<file path="src/rtl/uart_pkt_router.sv">
// ---------------------------------------------------------------------------
// uart_pkt_router
//
// Packet decoder between the UART byte receiver and the DC channel register
// banks / launch register bank. Received bytes are packed MSB-first into
// 32-bit words. The first word of a packet is a header that selects either
// one DC channel or the launch bank. The following payload words are issued
// as single-cycle register writes with a word index address.
//
// Malformed headers and inter-byte timeouts raise a one-cycle o_err pulse
// and return the decoder to header hunting.
//
// Ports:
//   i_clk         system clock
//   i_rst         asynchronous active-high reset
//   i_byte        received byte
//   i_byte_valid  one-cycle strobe qualifying i_byte
//   o_wr_en       one-cycle register write strobe
//   o_wr_sel      one-hot DC channel select (zero on launch writes)
//   o_wr_launch   write targets the launch bank
//   o_wr_addr     payload word index within the packet
//   o_wr_data     payload word
//   o_pkt_done    strobe concurrent with the last payload write
//   o_err         strobe on bad header or inter-byte timeout
//   o_busy        packet or partial word in progress
// ---------------------------------------------------------------------------
module uart_pkt_router #(
  parameter int NUM_CHANNEL    = 4,
  parameter int TOTAL_REGS     = 8,
  parameter int LAUNCH_REGS    = 4,
  parameter int ADDR_WIDTH     = 4,
  parameter int TIMEOUT_CYCLES = 16384
) (
  input  logic                   i_clk,
  input  logic                   i_rst,
  input  logic [7:0]             i_byte,
  input  logic                   i_byte_valid,
  output logic                   o_wr_en,
  output logic [NUM_CHANNEL-1:0] o_wr_sel,
  output logic                   o_wr_launch,
  output logic [ADDR_WIDTH-1:0]  o_wr_addr,
  output logic [31:0]            o_wr_data,
  output logic                   o_pkt_done,
  output logic                   o_err,
  output logic                   o_busy
);

  localparam int TIMER_WIDTH = $clog2(TIMEOUT_CYCLES + 1);

  // Bits of the header that carry the channel field; all other bits must be 1.
  function automatic logic [31:0] chan_field_mask();
    logic [31:0] m;
    m = 32'h0000_0000;
    for (int i = 8; i < 8 + NUM_CHANNEL; i++) begin
      m[i] = 1'b1;
    end
    return m;
  endfunction

  localparam logic [31:0] CHAN_FIELD_MASK = chan_field_mask();

  // True when exactly one bit of v is set.
  function automatic logic is_onehot(input logic [NUM_CHANNEL-1:0] v);
    return (v != '0) && ((v & (v - NUM_CHANNEL'(1))) == '0);
  endfunction

  typedef enum logic [1:0] {
    ST_HDR    = 2'd0,
    ST_CHAN   = 2'd1,
    ST_LAUNCH = 2'd2
  } state_t;

  state_t                 state;
  logic [1:0]             byte_cnt;
  logic [23:0]            shift;
  logic [ADDR_WIDTH-1:0]  word_cnt;
  logic [NUM_CHANNEL-1:0] chan_sel;
  logic [TIMER_WIDTH-1:0] timer;

  logic [31:0]            word;
  logic                   word_done;
  logic [NUM_CHANNEL-1:0] hdr_zero;
  logic                   hdr_is_launch;
  logic                   hdr_is_chan;
  logic                   last_word;
  logic                   timeout_hit;

  // Word assembly, header classification and timeout detection.
  always_comb begin
    word          = {shift, i_byte};
    word_done     = i_byte_valid && (byte_cnt == 2'd3);
    // The single cleared bit in the channel field becomes the one-hot select.
    hdr_zero      = ~word[8 +: NUM_CHANNEL];
    hdr_is_launch = (word == 32'hFFFF_FFFF);
    hdr_is_chan   = ((word | CHAN_FIELD_MASK) == 32'hFFFF_FFFF) && is_onehot(hdr_zero);
    last_word     = (state == ST_CHAN) ? (word_cnt == ADDR_WIDTH'(TOTAL_REGS - 1))
                                       : (word_cnt == ADDR_WIDTH'(LAUNCH_REGS - 1));
    // A byte on the expiry cycle takes priority over the timeout.
    timeout_hit   = o_busy && !i_byte_valid &&
                    (timer == TIMER_WIDTH'(TIMEOUT_CYCLES - 1));
  end

  // Packet FSM, counters and registered outputs.
  always_ff @(posedge i_clk or posedge i_rst) begin
    if (i_rst) begin
      state       <= ST_HDR;
      byte_cnt    <= 2'd0;
      shift       <= 24'h00_0000;
      word_cnt    <= '0;
      chan_sel    <= '0;
      timer       <= '0;
      o_wr_en     <= 1'b0;
      o_wr_sel    <= '0;
      o_wr_launch <= 1'b0;
      o_wr_addr   <= '0;
      o_wr_data   <= 32'h0000_0000;
      o_pkt_done  <= 1'b0;
      o_err       <= 1'b0;
      o_busy      <= 1'b0;
    end else begin
      o_wr_en     <= 1'b0;
      o_wr_sel    <= '0;
      o_wr_launch <= 1'b0;
      o_wr_addr   <= '0;
      o_wr_data   <= 32'h0000_0000;
      o_pkt_done  <= 1'b0;
      o_err       <= 1'b0;

      if (i_byte_valid) begin
        timer    <= '0;
        shift    <= word[23:0];
        byte_cnt <= byte_cnt + 2'd1;
        if (word_done) begin
          case (state)
            ST_HDR: begin
              word_cnt <= '0;
              if (hdr_is_launch) begin
                state  <= ST_LAUNCH;
                o_busy <= 1'b1;
              end else if (hdr_is_chan) begin
                state    <= ST_CHAN;
                chan_sel <= hdr_zero;
                o_busy   <= 1'b1;
              end else begin
                // No bit-level realignment: the next 4 bytes form the next header.
                state  <= ST_HDR;
                o_err  <= 1'b1;
                o_busy <= 1'b0;
              end
            end
            ST_CHAN, ST_LAUNCH: begin
              o_wr_en     <= 1'b1;
              o_wr_sel    <= (state == ST_CHAN) ? chan_sel : '0;
              o_wr_launch <= (state == ST_LAUNCH);
              o_wr_addr   <= word_cnt;
              o_wr_data   <= word;
              if (last_word) begin
                o_pkt_done <= 1'b1;
                state      <= ST_HDR;
                word_cnt   <= '0;
                o_busy     <= 1'b0;
              end else begin
                word_cnt <= word_cnt + ADDR_WIDTH'(1);
                o_busy   <= 1'b1;
              end
            end
            default: begin
              state    <= ST_HDR;
              word_cnt <= '0;
              o_busy   <= 1'b0;
            end
          endcase
        end else begin
          // A partial word is pending.
          o_busy <= 1'b1;
        end
      end else if (timeout_hit) begin
        o_err    <= 1'b1;
        state    <= ST_HDR;
        byte_cnt <= 2'd0;
        word_cnt <= '0;
        timer    <= '0;
        o_busy   <= 1'b0;
      end else if (o_busy) begin
        timer <= timer + TIMER_WIDTH'(1);
      end else begin
        timer <= '0;
      end
    end
  end

endmodule

</file>
<file path="config.mk">
export PLATFORM = sky130hd
export DESIGN_NAME = uart_pkt_router
export DESIGN_NICKNAME = d
export VERILOG_FILES = /design/src/rtl/uart_pkt_router.sv
export SDC_FILE = /design/constraint.sdc
export NUM_CORES = 1
export LEC_CHECK = 0
export ABC_AREA = 1
export BUFFER_PORTS_ARGS = -buffer_cell sky130_fd_sc_hd__buf_2
export CAP_MARGIN = 0
export CORE_MARGIN = 2
export CORE_UTILIZATION = 51
export DETAILED_ROUTE_END_ITERATION = 12
export PLACE_DENSITY = 0.75
export SYNTH_ARGS = -nofsm -noshare
export SYNTH_HDL_FRONTEND = slang
export SYNTH_SLANG_ARGS = --single-unit
</file>
<file path="constraint.sdc">
create_clock -name i_clk -period 2.7 [get_ports i_clk]
set_input_delay 0.405 -clock i_clk [delete_from_list [all_inputs] [get_ports i_clk]]
set_output_delay 0.405 -clock i_clk [all_outputs]
set_load 0.005 [all_outputs]
</file>
==> impl_metrics.yaml <==
detailed_routing:
  wire_per_inst_um: 12.6
  drtIter0Drc: 139
  vias: 2737
  drc: 0
  wirelength_mm: 7.22
  routed_via_density: 4.79
  drtPass1Iterations: 4
  antenna_left: 0
floorplan:
  ioPinCount: 56
  initial_core_util: 0.531
  die_h_um: 91.4
  die-area_mm2: 0.00835
  die_w_um: 91.4
  rows: 31
  core_area_mm2: 0.00733
synthesis:
  synth_top_family_by_area: "simple AND/OR/NAND/NOR gates"
  synth.avg_cell_area_um2: 9.57
  syn_inst: 407
  seq_area_frac_synth: 0.617
  synth_xor_area_frac: 0.0180
  synth.top_cell.area_share: 0.617
  synth.distinct_cells: 33
  synth_edf_count: 0
  synth.area.mux_share: 0
  syn-num-nets: 425
  synth-compound-area-share: 0.0559
  synth-seq-cells: 96
  ys_warn_count: 0
  synthAdderAreaFrac: 0.0225
  yosys_most_used_dff: "dfrtp_1"
  synth_top_area_cell: "dfrtp_1"
  synthArstFlopShare: 1.00
  synth_simple_gate_area_frac: 0.222
  syn_area_mm2: 0.00389
  synth.area.top_cells: "dfrtp_1 62%, nand2_1 7.4%, nor2_1 6.9%, inv_1 5.1%, o21ai_0 3.6%"
timing:
  period_share: 0.698
  hold_slack_ns: 0.260
  finalSetupTns_ns: 0
  tightest_slew_ns: 0.518
  max_slew_margin: 0.654
  skew_ns: 0.0126
  max_freq_ghz: 0.531
  hold_viol: 0
  maxSlewViolCount: 0
  setup_violations: 0
  rsz0062_at_grt: "false"
  fin_ws_ns: 0.816
  final.min_clock_period_ns: 1.88
placement:
  place_congestion: 0.813
  place_ws_ns: 0.802
  dp.cells: 554
  port_buffers: 55
  place_area_mm2: 0.00429
  dp_hpwl_mm: 5.26
setup_path:
  max_stage_delay_ns: 0.48
  start_kind: "flop"
  arrival_ns: 2.12
  cp.buffers_inverters: 3
  worst_setup_path_end_kind: "flop"
  critical-path-top-delay-family: "buffers and inverters"
  required_ns: 2.94
  worst-path-stages: 6
  r2r_cells: 6
  critPathLaunch: "state[0]"
  cp_cell_sequence: "inv_1, ha_1, inv_1, nor2_1, inv_2, nor2_1"
  cp_slowest_cell: "ha_1"
  r2r-start: "state[0]"
  crit_type: "flop to flop"
  path_max_fanout: 28
cts:
  clock-sinks: 96
  cts.htree.levels: 3
  numCtsBuffers: 9
  tritoncts: "yes"
  clk_latency_ns: 0.38
  path_clk_slew_ns: 0.11
  cts-root-buf: "clkbuf_8"
  clock_path_buffers: 2
power_and_ir_drop:
  pwr_density_cell_mw_per_mm2: 601
  power_frac_clock: 0.341
  p_seq_frac: 0.577
  switchingPower_uw: 757
  total_power_mw: 2.70
  power.share.switching: 0.280
  p_int_mw: 1.94
  combPwrFrac: 0.081
  ir_worst_vdd_uv: 285
  p_leak_nw: 2.28
grt:
  grt_pass1_wl_mm: 12.5
  grt.overflow.total: 0
  grt_use_total: 0.191
  grt_pass1_vias: 2771
  grt_max_degree: 49
  antenna_found_initial: 0
final_layout:
  fin_cells: 571
  multi_input_area_mm2: 0.00124
  final_cell_area_mm2: 0.00449
  final_util: 0.613
  synthToLayoutAreaGrowth_pct: 15.4
  n_antenna_cell: 0
  drive_above_1_share: 0.197
  nets: 485
  nFillCells: 612
  register_area_mm2: 0.00240
min_path:
  hold_class: "input port to flop"
  hold_depth: 3
  hp-start: "i_byte[4]"
job:
  max_cap_viol_count: 0
run_status:
  status: "finished, final reports clean"
[flip-flops by register name (all words and copies together), names as in the netlist, 2 cells and up]
name,count
byte_cnt,2
chan_sel,4
o_wr_addr,4
o_wr_data,32
o_wr_sel,4
shift,24
state,2
timer,15
word_cnt,4
[synth_stat cells (2+ instances only)]
cell type,count
ha_1,7
nor3_2,2
nor3b_1,4
inv_1,53
nand4_1,6
xor2_1,4
nand3_1,12
dfrtp_1,96
nor2_2,2
o21ai_1,6
nand2_1,77
o21bai_1,2
buf_1,4
xnor2_1,4
a21oi_1,2
nor3_1,4
nand2_2,4
nor2_1,72
clkbuf_1,5
o21ai_0,28
[worst register-to-register path: cells and delay by family, from the launching register on]
| kind | cells | cell delay (ns) |
|---|---|---|
| fa+ha+maj | 1 | 0.48 |
| buf+inv | 3 | 0.67 |
| flops | 1 | 0.42 |
| simple gates | 2 | 0.20 |
[routing by layer]
| metal | up-vias | wire (µm) | track usage |
|---|---|---|---|
| met1 | 1285 | 3420 | 0.257 |
| met3 | 14 | 254 | 0.0324 |
| met5 | - | 0 | 0 |
| met4 | 0 | 156 | 0.0846 |
| li1 | 1380 | - | - |
| met2 | 58 | 3380 | 0.307 |
[repair_timing]
item / CTS / global route
endpoints found under the setup margin: 0 / 0
hold buffers: 1 / 0
buffers inserted: 0 / 0
endpoints found under the hold margin: 8 / 0
resized for setup: 0 / 0
[cell families after synthesis]
| family | count (synthesis) |
|---|---|
| AO/OA/AOI/OAI | 41 |
| AND/OR/NAND/NOR | 190 |
| XOR/XNOR | 8 |
| buffers and inverters | 65 |
| flip-flops | 96 |
| adder cells (fa/ha/maj) | 7 |
[final cells by class]
class                   count  area share
inverters                  54      0.0459
clock inverters             7      0.0159
multi-input cells         246       0.276
repair buffers             60      0.0729
flip-flops and latches     96       0.535
well taps                  99      0.0276
clock buffers               9      0.0276
[placed cells by master (no fill, tap or decap), types with 2 or more instances in the layout]
cell type,netlist,layout
clkinv_4,0,2
inv_8,0,4
nor2_2,2,2
inv_1,53,52
xnor2_1,4,4
nand2_2,4,4
nor2_1,72,72
buf_4,0,3
a21oi_1,2,2
dfrtp_1,96,96
nor3b_1,4,4
nor3_1,4,4
nand3_1,12,12
nand2_1,77,77
xor2_1,4,4
o21bai_1,2,2
ha_1,7,7
o21ai_1,6,6
nand4_1,6,6
o21ai_0,28,28
clkbuf_8,0,9
buf_2,1,55
nor3_2,2,2
[power by group through the flow]
stage	Combinational (mW)	Sequential (mW)	Clock, mW
2_1_floorplan	0.163	1.58	0
3_3_place_gp	0.210	1.58	0
3_5_place_dp	0.223	1.59	0
4_1_cts	0.224	1.56	0.943
5_1_grt	0.256	1.57	1.00
6_report	0.220	1.56	0.922
[worst paths after layout]
| check | end | slack, ns |
|---|---|---|
| max | o_pkt_done | 0.82 |
| min | o_wr_data[4] | 0.26 |
| max reg2reg | o_pkt_done | 0.82 |
| min reg2reg | timer[0] | 0.47 |
| max in group asynchronous | o_wr_data[1] | 1.58 |
| min in group asynchronous | o_wr_data[21] | 0.52 |
Note: power is estimated with default switching activity, not from simulation.
